## src/rtl/key_debounce_conditioner_if.sv

```systemverilog
// Key conditioner bundle: raw active-low keys and clears in,
// debounced levels, strobes and sticky flags out.
interface key_debounce_conditioner_if #(
   parameter int N_KEYS = 4
);
   logic [N_KEYS-1:0] key_n_in;
   logic [N_KEYS-1:0] event_clr;
   logic [N_KEYS-1:0] key_n_out;
   logic [N_KEYS-1:0] press_pulse;
   logic [N_KEYS-1:0] release_pulse;
   logic [N_KEYS-1:0] event_sticky;

   modport master (
      output key_n_in,
      output event_clr,
      input  key_n_out,
      input  press_pulse,
      input  release_pulse,
      input  event_sticky
   );

   modport slave (
      input  key_n_in,
      input  event_clr,
      output key_n_out,
      output press_pulse,
      output release_pulse,
      output event_sticky
   );
endinterface

```

## src/rtl/key_debounce_conditioner.sv

```systemverilog
// Per-key synchronizer plus counter debounce FSM producing a clean
// active-low level, press/release strobes and sticky press flags.
module key_debounce_conditioner #(
   parameter int N_KEYS          = 4,
   parameter int DEBOUNCE_CYCLES = 500000
) (
   input logic                       Clk,
   input logic                       Reset_n,
   key_debounce_conditioner_if.slave io
);
   localparam int CNT_W = $clog2(DEBOUNCE_CYCLES + 1);
   localparam logic [CNT_W-1:0] CNT_MAX = CNT_W'(DEBOUNCE_CYCLES - 1);

   typedef enum logic [1:0] {
      RELEASED,
      PRESS_WAIT,
      PRESSED,
      RELEASE_WAIT
   } state_e;

   logic [N_KEYS-1:0] s1_q, s1_d;
   logic [N_KEYS-1:0] s2_q, s2_d;
   state_e            state_q [N_KEYS];
   state_e            state_d [N_KEYS];
   logic [CNT_W-1:0]  cnt_q [N_KEYS];
   logic [CNT_W-1:0]  cnt_d [N_KEYS];
   logic [N_KEYS-1:0] key_n_q, key_n_d;
   logic [N_KEYS-1:0] press_q, press_d;
   logic [N_KEYS-1:0] rel_q, rel_d;
   logic [N_KEYS-1:0] sticky_q, sticky_d;
   logic [N_KEYS-1:0] done;

   always_ff @(posedge Clk or negedge Reset_n) begin
      if (!Reset_n) begin
         s1_q     <= '1;
         s2_q     <= '1;
         key_n_q  <= '1;
         press_q  <= '0;
         rel_q    <= '0;
         sticky_q <= '0;
         for (int i = 0; i < N_KEYS; i++) begin
            state_q[i] <= RELEASED;
            cnt_q[i]   <= '0;
         end
      end else begin
         s1_q     <= s1_d;
         s2_q     <= s2_d;
         key_n_q  <= key_n_d;
         press_q  <= press_d;
         rel_q    <= rel_d;
         sticky_q <= sticky_d;
         for (int i = 0; i < N_KEYS; i++) begin
            state_q[i] <= state_d[i];
            cnt_q[i]   <= cnt_d[i];
         end
      end
   end

   always_comb begin
      s1_d = io.key_n_in;
      s2_d = s1_q;
      done = '0;
      for (int i = 0; i < N_KEYS; i++) begin
         done[i] = (cnt_q[i] == CNT_MAX);
         state_d[i] = state_q[i];
         cnt_d[i]   = cnt_q[i];
         unique case (state_q[i])
            RELEASED: begin
               if (!s2_q[i]) begin
                  state_d[i] = PRESS_WAIT;
                  cnt_d[i]   = '0;
               end
            end
            PRESS_WAIT: begin
               if (s2_q[i]) begin
                  state_d[i] = RELEASED;
                  cnt_d[i]   = '0;
               end else if (done[i]) begin
                  state_d[i] = PRESSED;
                  cnt_d[i]   = '0;
               end else begin
                  cnt_d[i] = cnt_q[i] + CNT_W'(1);
               end
            end
            PRESSED: begin
               if (s2_q[i]) begin
                  state_d[i] = RELEASE_WAIT;
                  cnt_d[i]   = '0;
               end
            end
            RELEASE_WAIT: begin
               if (!s2_q[i]) begin
                  state_d[i] = PRESSED;
                  cnt_d[i]   = '0;
               end else if (done[i]) begin
                  state_d[i] = RELEASED;
                  cnt_d[i]   = '0;
               end else begin
                  cnt_d[i] = cnt_q[i] + CNT_W'(1);
               end
            end
            default: begin
               state_d[i] = RELEASED;
               cnt_d[i]   = '0;
            end
         endcase
      end
   end

   // Set beats clear so a press landing on a clear is never lost.
   always_comb begin
      key_n_d = key_n_q;
      press_d = '0;
      rel_d   = '0;
      for (int i = 0; i < N_KEYS; i++) begin
         if (state_q[i] == PRESS_WAIT && !s2_q[i] && done[i]) begin
            key_n_d[i] = 1'b0;
            press_d[i] = 1'b1;
         end
         if (state_q[i] == RELEASE_WAIT && s2_q[i] && done[i]) begin
            key_n_d[i] = 1'b1;
            rel_d[i]   = 1'b1;
         end
      end
      sticky_d = (sticky_q & ~io.event_clr) | press_d;
   end

   assign io.key_n_out     = key_n_q;
   assign io.press_pulse   = press_q;
   assign io.release_pulse = rel_q;
   assign io.event_sticky  = sticky_q;
endmodule

```

## src/flat_wrapper.sv

```systemverilog
// flat-port wrapper written by rule: the top's interface ports become plain ports
module key_debounce_conditioner_flat 
#(
   parameter int N_KEYS          = 4,
   parameter int DEBOUNCE_CYCLES = 500000
)
  (Clk, Reset_n, io_key_n_in, io_event_clr, io_key_n_out, io_press_pulse, io_release_pulse, io_event_sticky);
  key_debounce_conditioner_if #(.N_KEYS(N_KEYS)) io_i ();
  input logic Clk;
  input logic Reset_n;
  input wire logic [$bits(io_i.key_n_in)-1:0] io_key_n_in;
  input wire logic [$bits(io_i.event_clr)-1:0] io_event_clr;
  output wire logic [$bits(io_i.key_n_out)-1:0] io_key_n_out;
  output wire logic [$bits(io_i.press_pulse)-1:0] io_press_pulse;
  output wire logic [$bits(io_i.release_pulse)-1:0] io_release_pulse;
  output wire logic [$bits(io_i.event_sticky)-1:0] io_event_sticky;
  assign io_i.key_n_in = io_key_n_in;
  assign io_i.event_clr = io_event_clr;
  assign io_key_n_out = io_i.key_n_out;
  assign io_press_pulse = io_i.press_pulse;
  assign io_release_pulse = io_i.release_pulse;
  assign io_event_sticky = io_i.event_sticky;
  key_debounce_conditioner #(.N_KEYS(N_KEYS), .DEBOUNCE_CYCLES(DEBOUNCE_CYCLES)) u_core (.Clk(Clk), .Reset_n(Reset_n), .io(io_i));
endmodule
```

## config.mk

```make
export PLATFORM = sky130hd
export DESIGN_NAME = key_debounce_conditioner_flat
export DESIGN_NICKNAME = d
export VERILOG_FILES = /design/src/rtl/key_debounce_conditioner_if.sv /design/src/rtl/key_debounce_conditioner.sv /design/src/flat_wrapper.sv
export SDC_FILE = /design/constraint.sdc
export NUM_CORES = 1
export LEC_CHECK = 0
export ABC_AREA = 0
export CAP_MARGIN = 20
export CORE_UTILIZATION = 45
export DETAILED_ROUTE_END_ITERATION = 10
export GPL_TIMING_DRIVEN = 1
export SYNTH_ARGS = -nofsm -noshare
export SYNTH_HDL_FRONTEND = slang
export SYNTH_SLANG_ARGS = --single-unit
export TNS_END_PERCENT = 100
```

## constraint.sdc

```tcl
create_clock -name Clk -period 5.2 [get_ports Clk]
set_input_delay 0.52 -clock Clk [delete_from_list [all_inputs] [get_ports Clk]]
set_output_delay 0.52 -clock Clk [all_outputs]
set_load 0.02 [all_outputs]
```

==> impl_metrics.json <==
{
  "hold_viol": 0,
  "path_depth": 5,
  "route.detailed.wl_per_inst_um": 15.09,
  "globalplace.congestion": 0.8376,
  "drt_first_pass_iters": 4,
  "placedInstanceArea_mm2": 0.005989,
  "crit-reg2reg-capture": "u_core.cnt_q[15]$_DFFE_PN0P_",
  "io_buffers": 25,
  "cts_tree": "built",
  "endpoint_kind": "register",
  "synth_enable_flop_cells": 0,
  "dr.first_iter.drc_count": 220,
  "worst_setup_path_start_kind": "register",
  "insertion_delay_ns": 0.35,
  "dr_drc_count": 0,
  "nNetsFinal": 636,
  "clock_tree.htree_level_count": 3,
  "setup_repair_after_global_routing_missed_its_margin": "no",
  "ff2ff_path_depth": 5,
  "crit_family": "compound AO/OA/AOI/OAI gates",
  "cts_max_path_buffers": 2,
  "cts_root_buffer": "clkbuf_16",
  "cp_data_arrival_time_ns": 2.55,
  "via_density_per_instance": 5.694,
  "height_of_the_die_um": 114.0,
  "clock-sinks": 108,
  "cts_repair_resize_count": 0,
  "crit_fanout": 15,
  "clock_power_share_pct": 43.9,
  "post_route_cells_drive_above_1_share_pct": 8.134,
  "worst_ir_drop_vdd_mv": 0.1854,
  "die_area_mm2": 0.01300,
  "num_vias": 4527,
  "max_stage_delay_ns": 0.59,
  "report.final.slew_viol_count": 0,
  "fin_area_mm2": 0.006320,
  "achievable-frequency_mhz": 438.8,
  "outcome": "finished, final reports clean",
  "core_region_area_mm2": 0.01211,
  "row_count": 40,
  "cts.clk_slew.worst_paths_ns": 0.07,
  "post_synth_instance_area_mm2": 0.005648,
  "dp_worst_setup_slack_ns": 2.938,
  "groute.usage.overall_pct": 19.65,
  "lkg_pwr_uw": 0.002538,
  "ant_nets": 0,
  "post_cts.repair.setup_buffers": 0,
  "setup-tns-final_ns": 0,
  "post_synthesis_average_cell_area_um2": 9.259,
  "count_of_antenna_diodes_in_the_layout": 0,
  "grt_pass1_vias": 4207,
  "critPathCapture": "u_core.cnt_q[15]$_DFFE_PN0P_",
  "synthCells": 610,
  "crit_required_ns": 5.47,
  "holdCritPathClass": "in2async",
  "power.switching_uw": 378.2,
  "power_per_cell_area_mw_per_mm2": 267.9,
  "ios": 26,
  "r2r_start": "u_core.s2_q[3]$_DFF_PN1_",
  "cts_inserted_buffers": 9,
  "synth.yosys.seq_area_share_pct": 48.12,
  "yosys.cell_types.count": 59,
  "worstSetupPathType": "reg2reg",
  "syn_nets": 624,
  "timing.max_slew.rel_slack_pct": 30.45,
  "postSynth.asyncResetShare_pct": 100.0,
  "drt_wl_total_mm": 12.00,
  "netSwitchingFraction_pct": 22.34,
  "share_seq_of_total_power_pct": 51.1,
  "antenna_found_initial": 0,
  "syn2layout_area_growth_pct": 11.90,
  "pwr-share-comb_pct": 4.9,
  "synth_flop_cell": "dfrtp_1",
  "detailedPlacementHpwl_mm": 8.030,
  "layout.cells.most_common": "dfrtp_1",
  "initial_core_util_pct": 46.63,
  "max-cap-violations": 0,
  "post_synthesis_sequential_element_count": 108,
  "layout.cells.most_common_list": "dfrtp_1 (96), nand3_1 (67), nand2_1 (66)",
  "finalSetupViolCount": 0,
  "postCtsHoldBufs": 0,
  "fin_skew_ns": 0.005176,
  "timing.reg2reg.setup_slack_ns": 2.92,
  "tightest_slew_ns": 1.039,
  "grt_first_pass_wirelength_mm": 20.13,
  "intPower_uw": 1315,
  "critical_path_cell_with_the_highest_stage_delay": "dfstp_2",
  "grt.overflow.total": 0,
  "worstPathCellList": "xnor2_1 -> and2_1 -> o31a_1 -> o21ai_0 -> a31oi_1",
  "crit_path_start": "u_core.s2_q[3]$_DFF_PN1_",
  "post-route-min-period_ns": 2.279,
  "setup_slack_ns": 2.921,
  "critical_path.n_buffers_inverters": 0,
  "min_period_over_period_pct": 43.83,
  "yosys_warning_count": 0,
  "grt_max_degree": 67,
  "die_w_um": 114.0
}
## Yosys cell counts (all sizes together), types with 6 or more instances
cell    instances  share of area (%)
nor2           38                2.5
nor4            7                1.4
nand4          28                3.1
or3            19                2.1
buf            13                1.3
a21o           10                1.3
mux2i          13                2.3
a31oi          10                1.1
and3           10                1.1
dfstp          12                5.6
a21oi          44                4.0
and2            9                1.0
xor2            6               0.93
nor3           18                1.8
a22o            8                1.2
o21ai          26                2.3
clkbuf         13               0.89
inv            24                1.6
and4            7                1.1
nand2          66                4.4
dfrtp          96                 43
xnor2           6               0.93
nand3          67                5.9
## worst min path at each step
stage | from | to | depth (start not counted)
2_1_floorplan | Reset_n | asynchronous set/reset pin | 0
5_1_grt | Reset_n | u_core.cnt_q[15]$_DFFE_PN0P_ | 1
4_1_cts | Reset_n | u_core.cnt_q[15]$_DFFE_PN0P_ | 1
6_report | Reset_n | u_core.cnt_q[17]$_DFFE_PN0P_ | 1
3_5_place_dp | u_core.s1_q[0]$_DFF_PN1_ | u_core.s2_q[0]$_DFF_PN1_ | 0
3_3_place_gp | u_core.s1_q[0]$_DFF_PN1_ | u_core.s2_q[0]$_DFF_PN1_ | 0
## logic make-up (layout without fill, tap and decap cells)
group | count (synthesis) | in the layout | synth area share, %
AOI/OAI and AO/OA | 120 | 120 | 13.34
adders and majority gates | 4 | 4 | 0.8862
DFF | 108 | 108 | 48.12
buffers and inverters | 50 | 67 | 3.788
xor gates and xnor gates | 12 | 12 | 1.861
and+or+nand+nor | 300 | 300 | 29.11
muxes | 16 | 16 | 2.902
## registers in the layout, summed over array words and instances (netlist names), named ones only
name / count
u_core.io.event_sticky: 4
u_core.s1_q: 4
u_core.io.press_pulse: 4
u_core.state_q: 4
u_core.io.release_pulse: 4
u_core.io.key_n_out: 4
u_core.s2_q: 4
u_core.cnt_q: 76
## through the flow
stage / std cells / hold WS [ns] / total power, uW / utilization (%)
6_report: 795 / 0.2853 / 1693 / 52.18
5_1_grt: 795 / 0.3469 / 1759 / 52.18
4_1_cts: 794 / 0.3120 / 1714 / 52.09
3_5_place_dp: 778 / 0.3470 / 965.8 / 49.45
3_3_place_gp: 778 / 0.3466 / 963.5 / 49.45
2_1_floorplan: 610 / 0.2244 / 928.5 / -
## power by group through the flow
stage	clock network, uW	logic (uW)	registers (uW)
2_1_floorplan	0	52.1	876
3_3_place_gp	0	82.9	881
3_5_place_dp	0	84.4	881
4_1_cts	763	85.0	865
5_1_grt	797	94.9	867
6_report	744	83.8	865
## routing by layer
metal | vias to the layer above | routed length [um] | global-route usage (%)
met2 | 56 | 5681 | 31.56
li1 | 2259 | - | -
met5 | - | 0 | 0
met3 | 11 | 411 | 6.004
met4 | 0 | 146 | 5.368
met1 | 2201 | 5758 | 25.77
## worst register-to-register path, cell delays in order (launching register included)
cell	delay, ns
dfstp_2	0.59
xnor2_1	0.21
and2_1	0.46
o31a_1	0.57
o21ai_0	0.18
a31oi_1	0.20
## area by class of cell
cell class	instances	area, um2
Fill cell	1155	5792
Sequential cell	108	2718
Multi-Input combinational cell	452	2716
Timing Repair Buffer	27	266.5
Clock buffer	12	246.5
Tap cell	168	210.2
Inverter	24	90.09
Clock inverter	4	72.57
Power figures use the tool's default switching activity.
